**src/rtl/rom_scan_controller_if.sv**
```systemverilog
// Output word stream of the ROM scan controller: sampled word plus its address on valid/ready.
interface rom_scan_controller_if #(
  parameter int unsigned DATA_WIDTH    = 8,
  parameter int unsigned ADDRESS_WIDTH = 9
);
  logic [DATA_WIDTH-1:0]    out_data;
  logic [ADDRESS_WIDTH-1:0] out_address;
  logic                     out_valid;
  logic                     out_ready;

  modport master (
    output out_data,
    output out_address,
    output out_valid,
    input  out_ready
  );

  modport slave (
    input  out_data,
    input  out_address,
    input  out_valid,
    output out_ready
  );
endinterface

```
**src/rtl/rom_scan_controller.sv**
```systemverilog
// Reads every word of a 556PT5/556PT4-class ROM in address order and streams it out.
// Optional running checksum of sampled words when ROM_SCAN_CHECKSUM_EN is defined.
module rom_scan_controller #(
  parameter int unsigned DATA_WIDTH    = 8,
  parameter int unsigned ADDRESS_WIDTH = 9,
  parameter int unsigned ACCESS_CYCLES = 4
) (
  input  logic                     clk,
  input  logic                     reset_n,
  input  logic                     start,
  input  logic                     abort,
  input  logic [DATA_WIDTH-1:0]    rom_data_in,
  output logic [3:0]               rom_operation,
  output logic [ADDRESS_WIDTH-1:0] rom_address,
  rom_scan_controller_if.master    out_if,
  output logic                     busy,
  output logic                     done,
  output logic [DATA_WIDTH-1:0]    checksum
);

  localparam logic [7:0]               CntReload = 8'(ACCESS_CYCLES - 1);
  localparam logic [ADDRESS_WIDTH-1:0] LastAddr  = '1;
  localparam logic [3:0]               OpRead    = 4'b1100;
  localparam logic [3:0]               OpOff     = 4'b0000;

  typedef enum logic [1:0] {StIdle, StSetup, StPresent, StDone} state_e;

  state_e                   state_q, state_d;
  logic [7:0]               cnt_q, cnt_d;
  logic [3:0]               op_q, op_d;
  logic [ADDRESS_WIDTH-1:0] addr_q, addr_d;
  logic [DATA_WIDTH-1:0]    out_data_q, out_data_d;
  logic [ADDRESS_WIDTH-1:0] out_addr_q, out_addr_d;
  logic                     valid_q, valid_d;
  logic                     done_q, done_d;
  logic                     busy_q, busy_d;

  always_comb begin
    state_d    = state_q;
    cnt_d      = cnt_q;
    op_d       = op_q;
    addr_d     = addr_q;
    out_data_d = out_data_q;
    out_addr_d = out_addr_q;
    valid_d    = valid_q;
    done_d     = 1'b0;

    unique case (state_q)
      StIdle: begin
        op_d = OpOff;
        if (start && !abort) begin
          state_d = StSetup;
          addr_d  = '0;
          op_d    = OpRead;
          cnt_d   = CntReload;
        end
      end
      StSetup: begin
        if (cnt_q == 8'd0) begin
          out_data_d = rom_data_in;
          out_addr_d = addr_q;
          valid_d    = 1'b1;
          state_d    = StPresent;
        end else begin
          cnt_d = cnt_q - 8'd1;
        end
      end
      StPresent: begin
        if (valid_q && out_if.out_ready) begin
          valid_d = 1'b0;
          if (addr_q == LastAddr) begin
            state_d = StDone;
            op_d    = OpOff;
            done_d  = 1'b1;
          end else begin
            addr_d  = addr_q + 1'b1;
            cnt_d   = CntReload;
            state_d = StSetup;
          end
        end
      end
      StDone: begin
        state_d = StIdle;
        addr_d  = '0;
      end
      default: state_d = StIdle;
    endcase

    // Abort overrides everything decided above, including a pending done pulse.
    if (abort && state_q != StIdle) begin
      state_d = StIdle;
      op_d    = OpOff;
      addr_d  = '0;
      valid_d = 1'b0;
      done_d  = 1'b0;
    end

    busy_d = (state_d != StIdle);
  end

  always_ff @(posedge clk) begin
    if (!reset_n) begin
      state_q    <= StIdle;
      cnt_q      <= 8'd0;
      op_q       <= OpOff;
      addr_q     <= '0;
      out_data_q <= '0;
      out_addr_q <= '0;
      valid_q    <= 1'b0;
      done_q     <= 1'b0;
      busy_q     <= 1'b0;
    end else begin
      state_q    <= state_d;
      cnt_q      <= cnt_d;
      op_q       <= op_d;
      addr_q     <= addr_d;
      out_data_q <= out_data_d;
      out_addr_q <= out_addr_d;
      valid_q    <= valid_d;
      done_q     <= done_d;
      busy_q     <= busy_d;
    end
  end

`ifdef ROM_SCAN_CHECKSUM_EN
  logic [DATA_WIDTH-1:0] ck_q, ck_d;

  always_comb begin
    ck_d = ck_q;
    if (state_q == StIdle && start && !abort) begin
      ck_d = '0;
    end else if (state_q == StSetup && !abort && cnt_q == 8'd0) begin
      ck_d = ck_q + rom_data_in;
    end
  end

  always_ff @(posedge clk) begin
    if (!reset_n) begin
      ck_q <= '0;
    end else begin
      ck_q <= ck_d;
    end
  end

  assign checksum = ck_q;
`else
  assign checksum = '0;
`endif

  assign rom_operation      = op_q;
  assign rom_address        = addr_q;
  assign out_if.out_data    = out_data_q;
  assign out_if.out_address = out_addr_q;
  assign out_if.out_valid   = valid_q;
  assign busy               = busy_q;
  assign done               = done_q;

endmodule

```
**src/flat_wrapper.sv**
```systemverilog
// flat-port wrapper written by rule: the top's interface ports become plain ports
module rom_scan_controller_flat 
#(
  parameter int unsigned DATA_WIDTH    = 8,
  parameter int unsigned ADDRESS_WIDTH = 9,
  parameter int unsigned ACCESS_CYCLES = 4
)
  (clk, reset_n, start, abort, rom_data_in, rom_operation, rom_address, busy, done, checksum, out_if_out_data, out_if_out_address, out_if_out_valid, out_if_out_ready);
  rom_scan_controller_if #(.DATA_WIDTH(DATA_WIDTH), .ADDRESS_WIDTH(ADDRESS_WIDTH)) out_if_i ();
  input  logic clk;
  input  logic reset_n;
  input  logic start;
  input  logic abort;
  input  logic [DATA_WIDTH-1:0] rom_data_in;
  output logic [3:0] rom_operation;
  output logic [ADDRESS_WIDTH-1:0] rom_address;
  output logic busy;
  output logic done;
  output logic [DATA_WIDTH-1:0] checksum;
  output wire logic [$bits(out_if_i.out_data)-1:0] out_if_out_data;
  output wire logic [$bits(out_if_i.out_address)-1:0] out_if_out_address;
  output wire logic [$bits(out_if_i.out_valid)-1:0] out_if_out_valid;
  input wire logic [$bits(out_if_i.out_ready)-1:0] out_if_out_ready;
  assign out_if_out_data = out_if_i.out_data;
  assign out_if_out_address = out_if_i.out_address;
  assign out_if_out_valid = out_if_i.out_valid;
  assign out_if_i.out_ready = out_if_out_ready;
  rom_scan_controller #(.DATA_WIDTH(DATA_WIDTH), .ADDRESS_WIDTH(ADDRESS_WIDTH), .ACCESS_CYCLES(ACCESS_CYCLES)) u_core (.clk(clk), .reset_n(reset_n), .start(start), .abort(abort), .rom_data_in(rom_data_in), .rom_operation(rom_operation), .rom_address(rom_address), .out_if(out_if_i), .busy(busy), .done(done), .checksum(checksum));
endmodule
```
**config.mk**
```make
export PLATFORM = sky130hd
export DESIGN_NAME = rom_scan_controller_flat
export DESIGN_NICKNAME = d
export VERILOG_FILES = /design/src/rtl/rom_scan_controller_if.sv /design/src/rtl/rom_scan_controller.sv /design/src/flat_wrapper.sv
export SDC_FILE = /design/constraint.sdc
export NUM_CORES = 1
export LEC_CHECK = 0
export BUFFER_PORTS_ARGS = -buffer_cell sky130_fd_sc_hd__buf_4
export CAP_MARGIN = 20
export CORE_MARGIN = 4
export CORE_UTILIZATION = 42
export DETAILED_ROUTE_END_ITERATION = 16
export HOLD_SLACK_MARGIN = 0.12
export PLACE_DENSITY = 0.69
export SETUP_SLACK_MARGIN = 0.4
export SYNTH_ARGS = -nofsm -noshare
export SYNTH_HDL_FRONTEND = slang
export SYNTH_SLANG_ARGS = --single-unit
```
**constraint.sdc**
```tcl
create_clock -name clk -period 3.8 [get_ports clk]
set_input_delay 0 -clock clk [delete_from_list [all_inputs] [get_ports clk]]
set_output_delay 0 -clock clk [all_outputs]
set_load 0.005 [all_outputs]
```
# Yosys cells after proc, flatten, opt, wreduce, memory -nomap -nowiden
# Cells that the tools add are included.
[totals]
input_bits = 13
out_inout_bits = 41
word_cells = 66
register_bits = 43
[op_classes]
n_bitwise = 3
n_mux = 23
addsub = 2
eq_ne = 10
n_reduce_logical = 19
[ops]
columns = ["operator", "count"]
rows = [
  ["2-to-1 mux 8 bit", 4],
  ["2-to-1 mux 9 bit", 3],
  ["one-hot mux 9 bit (3 select lines)", 1],
  ["one-hot mux 8 bit (3 select lines)", 1],
  ["2-to-1 mux 4 bit", 3],
  ["2-to-1 mux 2 bit", 5],
  ["adder 9 x 1 -> 9 bit, second input constant", 1],
  ["equality test 9 bit, second input constant", 1],
  ["zero test 8 bit", 1],
  ["inequality test 2 x 1 -> 1 bit, second input constant", 4],
  ["one-hot mux 2 bit (4 select lines)", 1],
  ["one-hot mux 4 bit (2 select lines)", 1],
  ["nonzero test 2 bit", 4],
  ["subtractor 8 x 1 -> 8 bit, second input constant", 1],
  ["AND reduction 3 bit", 2],
  ["nonzero test 3 bit", 2],
  ["AND reduction 5 bit", 1],
  ["equality test 2 bit, second input constant", 2],
  ["inequality test 2 bit, second input constant", 2],
  ["AND reduction 4 bit", 1],
  ["OR reduction 4 bit", 1],
  ["logical AND 1 bit", 3],
  ["2-to-1 mux 1 bit", 3],
  ["NOT 1 bit", 3],
  ["6 further kinds", 6],
]

# Longest topological paths before layout
# Gate-level depths: netlist (run 1).
[logic_depth]
depth_word = 6
depth_mapped = 9
mapped_depth_nobuf = 8

# Worst setup path before layout (run 1)
# OpenSTA, ideal clock, no wires.
[synth_timing]
path_kind = "register to register"
startpoint = "reg u_core.addr_q[0] (netlist: u_core.rom_address[0])"
endpoint = "reg u_core.cnt_q[4]"
synth_period_minus_slack_ns = 2.182
t_required_ns = 3.727
arrival_time_ns = 2.109
stages_incl_launch_ff = 10
setup_time_ns = 0.073
slack_ns = 1.618
cell_sequence = "dfxtp_1 > ha_1 > nand3_1 > nor2_1 > ha_1 > nand3b_1 > a221o_1 > buf_6 > or4_1 > a21oi_1"
[synth_via]
elab_chain_cells = 3
[synth_rtl]
columns = ["item", "line", "source"]
rows = [
  ["start: declaration", "rom_scan_controller.sv:31", "logic [ADDRESS_WIDTH-1:0] addr_q, addr_d;"],
  ["start signal: assignment", "rom_scan_controller.sv:116", "addr_q <= addr_d;"],
  ["equality test 9 bit", "rom_scan_controller.sv:71", "if (addr_q == LastAddr) begin"],
  ["inequality test 2 bit (no line)", "--", ""],
  ["AND reduction 5 bit (no line)", "--", ""],
  ["end signal: assignment", "rom_scan_controller.sv:114", "cnt_q <= cnt_d;"],
  ["end: declaration", "rom_scan_controller.sv:29", "logic [7:0] cnt_q, cnt_d;"],
]
# No other way between the ends.
# A chain may end at the register's enable or synchronous reset.

# Final worst setup path (run 1)
[layout_timing]
startpoint = "reg u_core.cnt_q[0]"
endpoint = "reg u_core.out_data_q[0] (netlist: u_core.out_if.out_data[0])"
[layout_via]
elab_chain_cells = 2
[layout_rtl]
columns = ["item", "line", "source"]
rows = [
  ["zero test 8 bit", "rom_scan_controller.sv:59", "if (cnt_q == 8'd0) begin"],
  ["AND reduction 2 bit (no line)", "--", ""],
  ["end signal: assignment", "rom_scan_controller.sv:117", "out_data_q <= out_data_d;"],
  ["end: declaration", "rom_scan_controller.sv:32", "logic [DATA_WIDTH-1:0] out_data_q, out_data_d;"],
]
# No other way between the ends.

==> qor.csv, run 1 <==
stage,metric,value,unit
run_status,run_status,finished clean,
sta,fin_crit,2.82,ns
global_routing,grt_pass1_vias,1723,
final_layout,nets,307,
critical_path,cp-start-kind,flip-flop,
clock_network,root_buffer,clkbuf_8,
synth,synth_area_per_cell,8.36,um^2
final_layout,multi_input_area,1000,um^2
global_routing,grt_use_total,0.158,
sta,worst_slew_pin_slew,0.944,ns
synth,yosys_warnings,0,
hold_path,hold_path_depth,4,
synth,synth-edff-count,0,
power,p_total,1.39,mW
final_layout,syn_to_final_growth,29.0,%
sta,slew_headroom,0.371,
placement,place_area,2220,um^2
detailed_routing,first_pass_iters,4,
final_layout,layout-drive-gt1-share,0.191,
sta,hold_viol_final,0,
floorplan,die_x,76.0,um
final_layout,num_antenna_cells,0,
power,peakVddDrop,0.293,mV
floorplan,dieArea,5770,um^2
synth,synthArstFlopShare,0,
global_routing,grt_pass1_wl,7.80,mm
critical_path,end_kind,flip-flop,
hold_path,hp-class,in -> reg,
placement,gp_congestion,0.814,
critical_path,required,4.04,ns
floorplan,core.rowCount,24,
global_routing,overflow,0,
floorplan,initial_utilization,0.440,
critical_path,crit_fanout,28,
synth,netlist_area,1940,um^2
critical_path,critPathArrivalTime,3.06,ns
clock_network,insertion_delay,0.29,ns
final_layout,final_area,2500,um^2
detailed_routing,vias,1772,
run,maxCapViolCount,0,
synth,synth.distinct_cells,37,
final_layout,seq_area,801,um^2
clock_network,cts_setup_buffers,0,
clock_network,clkTransAtPathRegs,0.08,ns
global_routing,grt_max_degree,29,
floorplan,die_h,76.0,um
synth,ys.flop_type,dfxtp_1,
placement,io_buffers,43,
detailed_routing,drtIter0Drc,84,
global_routing,antenna_found_initial,0,
sta,maxSlewViolCount,0,
critical_path,critical_path_class,reg -> reg,
detailed_routing,routed_via_density,5.21,
detailed_routing,finalWirelength,4.43,mm
sta,fin_setup_tns,0,ns
synth,yosysSeqAreaShare,0.413,
detailed_routing,drc_errors,0,
synth,synth_cells,232,
power,powerDensity,557,nW/um^2
detailed_routing,post_drt_wl_per_cell,13.0,um
detailed_routing,postRouteAntennaNets,0,
clock_network,cts_sinks,40,
sta,worst_clock_skew,0.00969,ns
sta,rsz0062_at_grt,false,
clock_network,cts_tree,built,
synth,ys_seq_elements,40,
floorplan,io_pins,54,
power,p_leak,1.02,nW
clock_network,cts_buffer_depth,2,
floorplan,core,4410,um^2
sta,final.period_utilization,0.742,
clock_network,htreeDepth,2,
sta,final-setup-viol-count,0,
sta,fmax,0.355,GHz
clock_network,cts_made_buffers,5,
placement,post-dp-hpwl,3.01,mm
critical_path,timing.reg2reg.worst_path_depth,7,
final_layout,fill_cells,426,
## final cells by class
cell class                      instances  area share
Multi-Input combinational cell        171       0.400
Sequential cell                        40       0.320
Inverter                                7      0.0105
Clock buffer                            6      0.0330
Clock inverter                          2     0.00600
Tap cell                               52      0.0260
Timing Repair Buffer                   62       0.205
## state kept, by name, summed over array words and instances, names as in the netlist
| signal | flops |
|---|---|
| u_core.out_if.out_address | 9 |
| u_core.rom_address | 9 |
| u_core.cnt_q | 8 |
| u_core.out_if.out_data | 8 |
| u_core.state_q | 2 |
| u_core.busy | 1 |
| u_core.done | 1 |
| u_core.out_if.out_valid | 1 |
| u_core.rom_operation | 1 |
## cell usage in the layout, fill, tap and decap left out, types with 2 or more instances in the layout
cell type      netlist  routed
a21boi_0            18      18
a21oi_1             16      16
a221o_1              2       2
a221oi_1             2       2
a31oi_1              4       4
buf_4               11      43
clkbuf_8             0       6
clkinvlp_4           0       2
conb_1               1      10
dfxtp_1             40      40
dlygate4sd3_1        0      19
ha_1                 7       7
inv_1                7       7
nand2_1             46      46
nand3_1             12      12
nand3b_1             3       3
nand4_1              2       2
nor2_1              10      10
o211a_1              2       2
o21ai_0              5       5
o21ba_2              2       2
o31ai_1              7       7
or3_1                3       3
or4_1                7       7
## cells in the mapped netlist (4+ instances only)
library cell,instances,area (um^2)
o31ai_1,7,52.6
nand2_1,46,173
inv_1,7,26.3
ha_1,7,87.6
nor2_1,10,37.5
dfxtp_1,40,801
a21boi_0,18,135
clkbuf_1,7,26.3
nand3_1,12,60.1
o21ai_0,5,25.0
a31oi_1,4,25.0
buf_4,11,82.6
a21oi_1,16,80.1
or4_1,7,52.6
## path summary, 6_finish.rpt
kind                                                   from                                   endpoint  slack (ns)
hold / removal                                        abort               u_core.state_q[1]$_SDFF_PN0_        0.22
setup reg to reg               u_core.cnt_q[0]$_SDFFE_PN0P_     u_core.out_if.out_data[0]$_SDFFE_PN0P_        0.98
setup / recovery               u_core.cnt_q[0]$_SDFFE_PN0P_     u_core.out_if.out_data[0]$_SDFFE_PN0P_        0.98
hold reg to reg   u_core.out_if.out_address[3]$_SDFFE_PN0P_  u_core.out_if.out_address[3]$_SDFFE_PN0P_        0.47
## kinds of logic (layout without fill, tap and decap cells)
group / count (synthesis) / after routing / synth area share
simple gates: 91 / 91 / 0.227
compound gates: 63 / 63 / 0.224
flops: 40 / 40 / 0.413
buf+inv: 30 / 77 / 0.0890
fa+ha+maj: 7 / 7 / 0.0451
other cells: 1 / 10 / 0.00193
## report_power, final
part,switching [mW],total [mW],internal [mW]
combinational,0.330,0.559,0.229
clock,0.151,0.297,0.147
sequential,0.0521,0.539,0.487
## worst max-delay path, stage by stage (launching register included)
cell and delay, ns:
dfxtp_1 0.34, inv_1 0.06, ha_1 0.23, nor4b_1 0.39, and3_1 0.86, nand2_1 0.12
a21boi_0 0.19, dlygate4sd3_1 0.57
## per-layer routing
metal  up-vias  share of wire  global-route usage
met5         -              0                   0
met4         0          0.012              0.0498
met3         6          0.061              0.0485
met2        48           0.48               0.271
met1       805           0.45               0.188
li1        913              -                   -
## what timing repair did
item | 4_1_cts | 5_1_grt
hold buffers | 19 | 0
hold endpoints to repair | 22 | 0
resized for setup | 0 | 0
## per-stage QoR
| step | cells | hold slack (ns) | utilization | setup WS, ns |
|---|---|---|---|---|
| after detailed placement | 313 | 0.269 | 0.502 | 1.21 |
| after floorplan | 241 | 0.145 | - | 1.62 |
| final | 340 | 0.217 | 0.567 | 0.982 |
| after global routing | 340 | 0.233 | 0.567 | 0.639 |
| after CTS | 340 | 0.208 | 0.567 | 0.969 |
| after global placement | 313 | 0.263 | 0.502 | 1.29 |
(Power assumes the default switching activity.)
==> run 2, diff against run 1 <==
==> constraint.sdc (replaced) <==
create_clock -name clk -period 2.8 [get_ports clk]
set_input_delay 0 -clock clk [delete_from_list [all_inputs] [get_ports clk]]
set_output_delay 0 -clock clk [all_outputs]
set_load 0.005 [all_outputs]
==> run 2 against run 1 <==
Compared with the run above:
- final area rose by 1.2%
- final cell count rose by 0.29%
- sequential share of layout area fell by 0.30 points
- largest power group unchanged
- core utilization rose by 0.71 points
==> qor.csv, run 2 (synthesized netlist as in run 1, its figures left out) <==
stage,metric,value,unit
critical_path,r2r_slack,0.50,ns
critical_path,critPathArrivalTime,2.53,ns
sta,worst_slew_pin_slew,0.566,ns
final_layout,num_antenna_cells,0,
final_layout,final_area,2530,um^2
run,maxCapViolCount,0,
placement,place_area,2250,um^2
sta,timing.final.ws_setup,0.496,ns
floorplan,die_h,76.0,um
run_status,run_status,finished clean,
sta,fmax,0.434,GHz
critical_path,path_delay_family,simple AND/OR/NAND/NOR gates,
placement,pre_cts_ws,0.412,ns
critical_path,end_kind,flip-flop,
critical_path,cp_num_buf_inv,0,
power,powerDensity,819,nW/um^2
placement,post-dp-hpwl,3.06,mm
sta,fin_crit,2.30,ns
detailed_routing,drtIter0Drc,102,
global_routing,grt_use_total,0.161,
clock_network,cts_tree,built,
power,peakVddDrop,0.319,mV
detailed_routing,finalWirelength,4.60,mm
clock_network,root_buffer,clkbuf_8,
clock_network,cts_buffer_depth,2,
final_layout,layout_commonest_cell,buf_4,
clock_network,insertion_delay,0.30,ns
detailed_routing,post_drt_wl_per_cell,13.5,um
sta,rsz0062_at_grt,true,
detailed_routing,first_pass_iters,4,
global_routing,grt_pass1_vias,1624,
final_layout,multi_input_area,1020,um^2
critical_path,slowest_delay,0.49,ns
floorplan,core,4410,um^2
sta,final.period_utilization,0.823,
critical_path,crit_fanout,11,
global_routing,grt_pass1_wl,7.82,mm
global_routing,grt_max_degree,22,
critical_path,path_cells,ha_2 -> nand3_1 -> nor2_1 -> ha_1 -> nand3b_1 -> a221o_2 -> or4_1 -> a21oi_1,
detailed_routing,routed_via_density,5.31,
floorplan,io_pins,54,
sta,maxSlewViolCount,0,
clock_network,clkTransAtPathRegs,0.08,ns
hold_path,hp-class,in -> reg,
sta,slew_headroom,0.619,
detailed_routing,drc_errors,0,
sta,fin_setup_tns,0,ns
final_layout,nets,308,
placement,gp_congestion,0.794,
clock_network,cts_made_buffers,5,
sta,worst_clock_skew,0.00837,ns
final_layout,fill_cells,407,
floorplan,core.rowCount,24,
final_layout,syn_to_final_growth,30.6,%
sta,hold_viol_final,0,
clock_network,htreeDepth,2,
detailed_routing,vias,1811,
global_routing,overflow,0,
detailed_routing,postRouteAntennaNets,0,
placement,io_buffers,43,
global_routing,antenna_found_initial,0,
critical_path,critical_path_class,reg -> reg,
floorplan,dieArea,5770,um^2
final_layout,seq_area,803,um^2
final_layout,layout_common_cells,"buf_4 (51), nand2_1 (46), dfxtp_1 (38), a21boi_0 (18), a21oi_1 (15)",
clock_network,cts_sinks,40,
critical_path,cp_slowest_cell,a221o_2,
floorplan,die_x,76.0,um
final_layout,layout-drive-gt1-share,0.242,
critical_path,cp-start-kind,flip-flop,
sta,final-setup-viol-count,0,
power,p_leak,1.03,nW
sta,whs,0.202,ns
floorplan,initial_utilization,0.440,
critical_path,required,3.03,ns
-- run 2: cell count changes in the layout (fill, tap and decap cells not counted), sizes merged --
cell / previous run / this run
buf: 43 / 51
dlygate4sd3: 19 / 11
clkinvlp: 2 / 0
a221o: 2 / 3
bufinv: 0 / 1
clkbuf: 6 / 7
-- run 2: per-layer routing --
layer,GRT usage,wire length [um]
met1,0.205,2140
met2,0.254,2110
met3,0.0473,278
met4,0.0641,70
met5,0,0
-- run 2: worst min-delay path, cell delays in order --
cell and delay, ns:
buf_4 0.11, inv_1 0.04, o21ai_1 0.06, buf_4 0.16, nor2_1 0.09
-- run 2: timing repair --
item,4_1_cts,5_1_grt
hold buffers,11,0
gates resized for setup,2,6
hold endpoints to repair,23,0
cloned,0,1
endpoints found under the setup margin,3,20
setup buffers,0,3
pin swaps,0,2
-- run 2: path summary, 6_finish.rpt --
path / depth (start not counted) / to / startpoint
worst max-delay path: 8 / u_core.rom_address[5]$_SDFFE_PP0P_ / u_core.rom_address[0]$_SDFFE_PP0P_
worst min-delay path: 5 / u_core.state_q[0]$_SDFF_PN0_ / abort
worst max register to register: 8 / u_core.rom_address[5]$_SDFFE_PP0P_ / u_core.rom_address[0]$_SDFFE_PP0P_
worst min register to register: 2 / u_core.out_if.out_data[7]$_SDFFE_PN0P_ / u_core.out_if.out_data[7]$_SDFFE_PN0P_
-- run 2: power breakdown --
| part | switching, mW | internal [mW] |
|---|---|---|
| sequential | 0.0719 | 0.661 |
| clock | 0.201 | 0.315 |
| combinational | 0.468 | 0.360 |
-- run 2: metrics by stage --
step                      power (mW)  instances  utilization
final                           2.08        341        0.574
after floorplan                 1.30        241            -
after global placement          1.49        318        0.510
after global routing            2.24        341        0.574
after detailed placement        1.51        318        0.510
after CTS                       2.05        337        0.565
-- run 2: final cells by class --
cell class	instances	share of cell area
repair buffers	62	0.194
clock inverters	1	0.0118
clock buffers	7	0.0380
well taps	52	0.0257
inverters	7	0.0104
multi-input cells	172	0.403
flip-flops and latches	40	0.317
==> run 3, diff against run 2 <==
==> constraint.sdc (replaced) <==
create_clock -name clk -period 2.24 [get_ports clk]
set_input_delay 0 -clock clk [delete_from_list [all_inputs] [get_ports clk]]
set_output_delay 0 -clock clk [all_outputs]
set_load 0.005 [all_outputs]
==> run 3 against run 2 <==
Compared with the run above:
- wire length grew 9.5%
- maximum frequency grew 8.2%
- critical path depth shrank 1
- global-route usage grew 1.1 points
- sequential share of layout area shrank 2.1 points
- final area grew 7.7%
- clock-buffer cell count shrank 1
- critical path type unchanged
- sequential power grew 27%
- via count grew 5.8%
==> qor.csv, run 3 (synthesized netlist as in run 1, its figures left out) <==
stage,metric,value,unit
global_routing,grt_pass1_wl,8.29,mm
detailed_routing,postRouteAntennaNets,0,
detailed_routing,post_drt_wl_per_cell,14.1,um
final_layout,syn_to_final_growth,40.7,%
global_routing,antenna_found_initial,0,
critical_path,cp_num_buf_inv,0,
sta,worst_slew_pin_slew,0.583,ns
run,maxCapViolCount,0,
sta,fmax,0.470,GHz
final_layout,layout_common_cells,"buf_4 (65), nand2_1 (46), dfxtp_1 (38), a21boi_0 (17), a21oi_1 (12)",
detailed_routing,drc_errors,0,
critical_path,slowest_delay,0.50,ns
clock_network,cts_made_buffers,5,
clock_network,htreeDepth,2,
power,seqPwrFrac,0.335,
global_routing,grt_use_total,0.172,
floorplan,core,4410,um^2
power,pwr-share-clk,0.208,
detailed_routing,vias,1916,
placement,gp_congestion,0.804,
clock_network,cts_tree,built,
critical_path,end_kind,flip-flop,
sta,final-setup-viol-count,0,
floorplan,die_h,76.0,um
placement,io_buffers,43,
sta,fin_crit,2.13,ns
power,powerDensity,1020,nW/um^2
floorplan,dieArea,5770,um^2
sta,hold_viol_final,0,
sta,fin_setup_tns,0,ns
detailed_routing,finalWirelength,5.04,mm
global_routing,met1_usage,0.210,
clock_network,cts_buffer_depth,2,
critical_path,timing.reg2reg.worst_path_depth,7,
clock_network,cts_sinks,40,
critical_path,required,2.47,ns
sta,rsz0062_at_grt,true,
clock_network,root_buffer,clkbuf_8,
sta,slew_headroom,0.611,
final_layout,layout_commonest_cell,buf_4,
global_routing,grt.met2_usage,0.284,
detailed_routing,routed_via_density,5.38,
run_status,run_status,finished clean,
critical_path,critical_path_class,reg -> reg,
critical_path,critPathArrivalTime,2.36,ns
sta,final.period_utilization,0.951,
critical_path,cp-start-kind,flip-flop,
global_routing,grt_pass1_vias,1724,
power,p_switching,1.02,mW
final_layout,layout-drive-gt1-share,0.319,
detailed_routing,drtIter0Drc,73,
global_routing,use_met3,0.0437,
hold_path,hp-class,in -> reg,
floorplan,initial_utilization,0.440,
critical_path,cp_slowest_cell,or4_4,
power,combPwrFrac,0.457,
global_routing,grt-busiest-layer,met2,
hold_path,hold_path_depth,5,
global_routing,grt_max_degree,26,
critical_path,crit_fanout,5,
global_routing,overflow,0,
floorplan,core.rowCount,24,
floorplan,die_x,76.0,um
sta,worst_clock_skew,0.00899,ns
sta,maxSlewViolCount,0,
power,peakVddDrop,0.462,mV
power,p_total,2.78,mW
critical_path,path_depth,7,
critical_path,path_cells,nand4_1 -> nor2_2 -> ha_2 -> nand3b_1 -> a221o_2 -> or4_4 -> a21oi_2,
detailed_routing,first_pass_iters,4,
final_layout,nets,323,
final_layout,num_antenna_cells,0,
placement,post-dp-hpwl,3.29,mm
power,p_leak,1.11,nW
clock_network,insertion_delay,0.30,ns
clock_network,clkTransAtPathRegs,0.08,ns
floorplan,io_pins,54,
power,p_sw_frac,0.366,
power,internal-power,1.76,mW
critical_path,path_delay_family,simple AND/OR/NAND/NOR gates,
[run 3: final cells by class]
type                            count  area (um^2)
Inverter                            7         26.3
Clock buffer                        6         72.6
Sequential cell                    40          808
Multi-Input combinational cell    172         1100
Timing Repair Buffer               77          618
Fill cell                         399         1680
Clock inverter                      2         35.0
Tap cell                           52         65.1
[run 3: power by group through the flow]
| stage | registers [mW] | logic [mW] | clock network, mW |
|---|---|---|---|
| detailed placement | 0.929 | 1.03 | 0 |
| finish | 0.931 | 1.27 | 0.578 |
| global placement | 0.928 | 1.01 | 0 |
| CTS | 0.923 | 1.16 | 0.594 |
| global route | 0.948 | 1.40 | 0.618 |
| floorplan | 0.916 | 0.730 | 0 |
[run 3: path summary, 6_finish.rpt]
check / endpoint / slack, ns / startpoint
worst min register to register: u_core.out_if.out_address[4]$_SDFFE_PN0P_ / 0.46 / u_core.out_if.out_address[4]$_SDFFE_PN0P_
worst max-delay path: u_core.rom_address[5]$_SDFFE_PP0P_ / 0.11 / u_core.rom_address[6]$_SDFFE_PP0P_
worst max register to register: u_core.rom_address[5]$_SDFFE_PP0P_ / 0.11 / u_core.rom_address[6]$_SDFFE_PP0P_
worst min-delay path: u_core.done$_SDFF_PP0_ / 0.22 / abort
[run 3: per-stage QoR]
stage / instance area, um^2 / setup slack [ns] / hold slack, ns / util / std cells
floorplan: 2010 / 0.227 / 0.145 / - / 241
global placement: 2360 / 0.144 / 0.265 / 0.535 / 327
detailed placement: 2360 / 0.0784 / 0.270 / 0.535 / 327
CTS: 2670 / 0.154 / 0.206 / 0.605 / 354
global route: 2730 / 0.00693 / 0.261 / 0.618 / 356
finish: 2730 / 0.111 / 0.220 / 0.618 / 356
[run 3: metal layers]
layer | up-vias | share of wire | routed length, um
met5 | - | 0 | 0
met4 | 0 | 0.021 | 106
met3 | 7 | 0.059 | 297
met2 | 60 | 0.49 | 2450
met1 | 903 | 0.43 | 2180
li1 | 946 | - | -
[run 3: worst min-delay path, delay by kind of cell]
family / cells / cell delay (ns)
buf+inv: 3 / 0.31
simple gates: 1 / 0.09
compound gates: 1 / 0.06
[run 3: timing repair]
action	CTS	global route
setup buffers	7	2
pin swaps	4	3
endpoints found under the hold margin	23	0
setup endpoints to repair	37	35
hold buffers	11	0
cloned	1	0
resized for setup	8	12
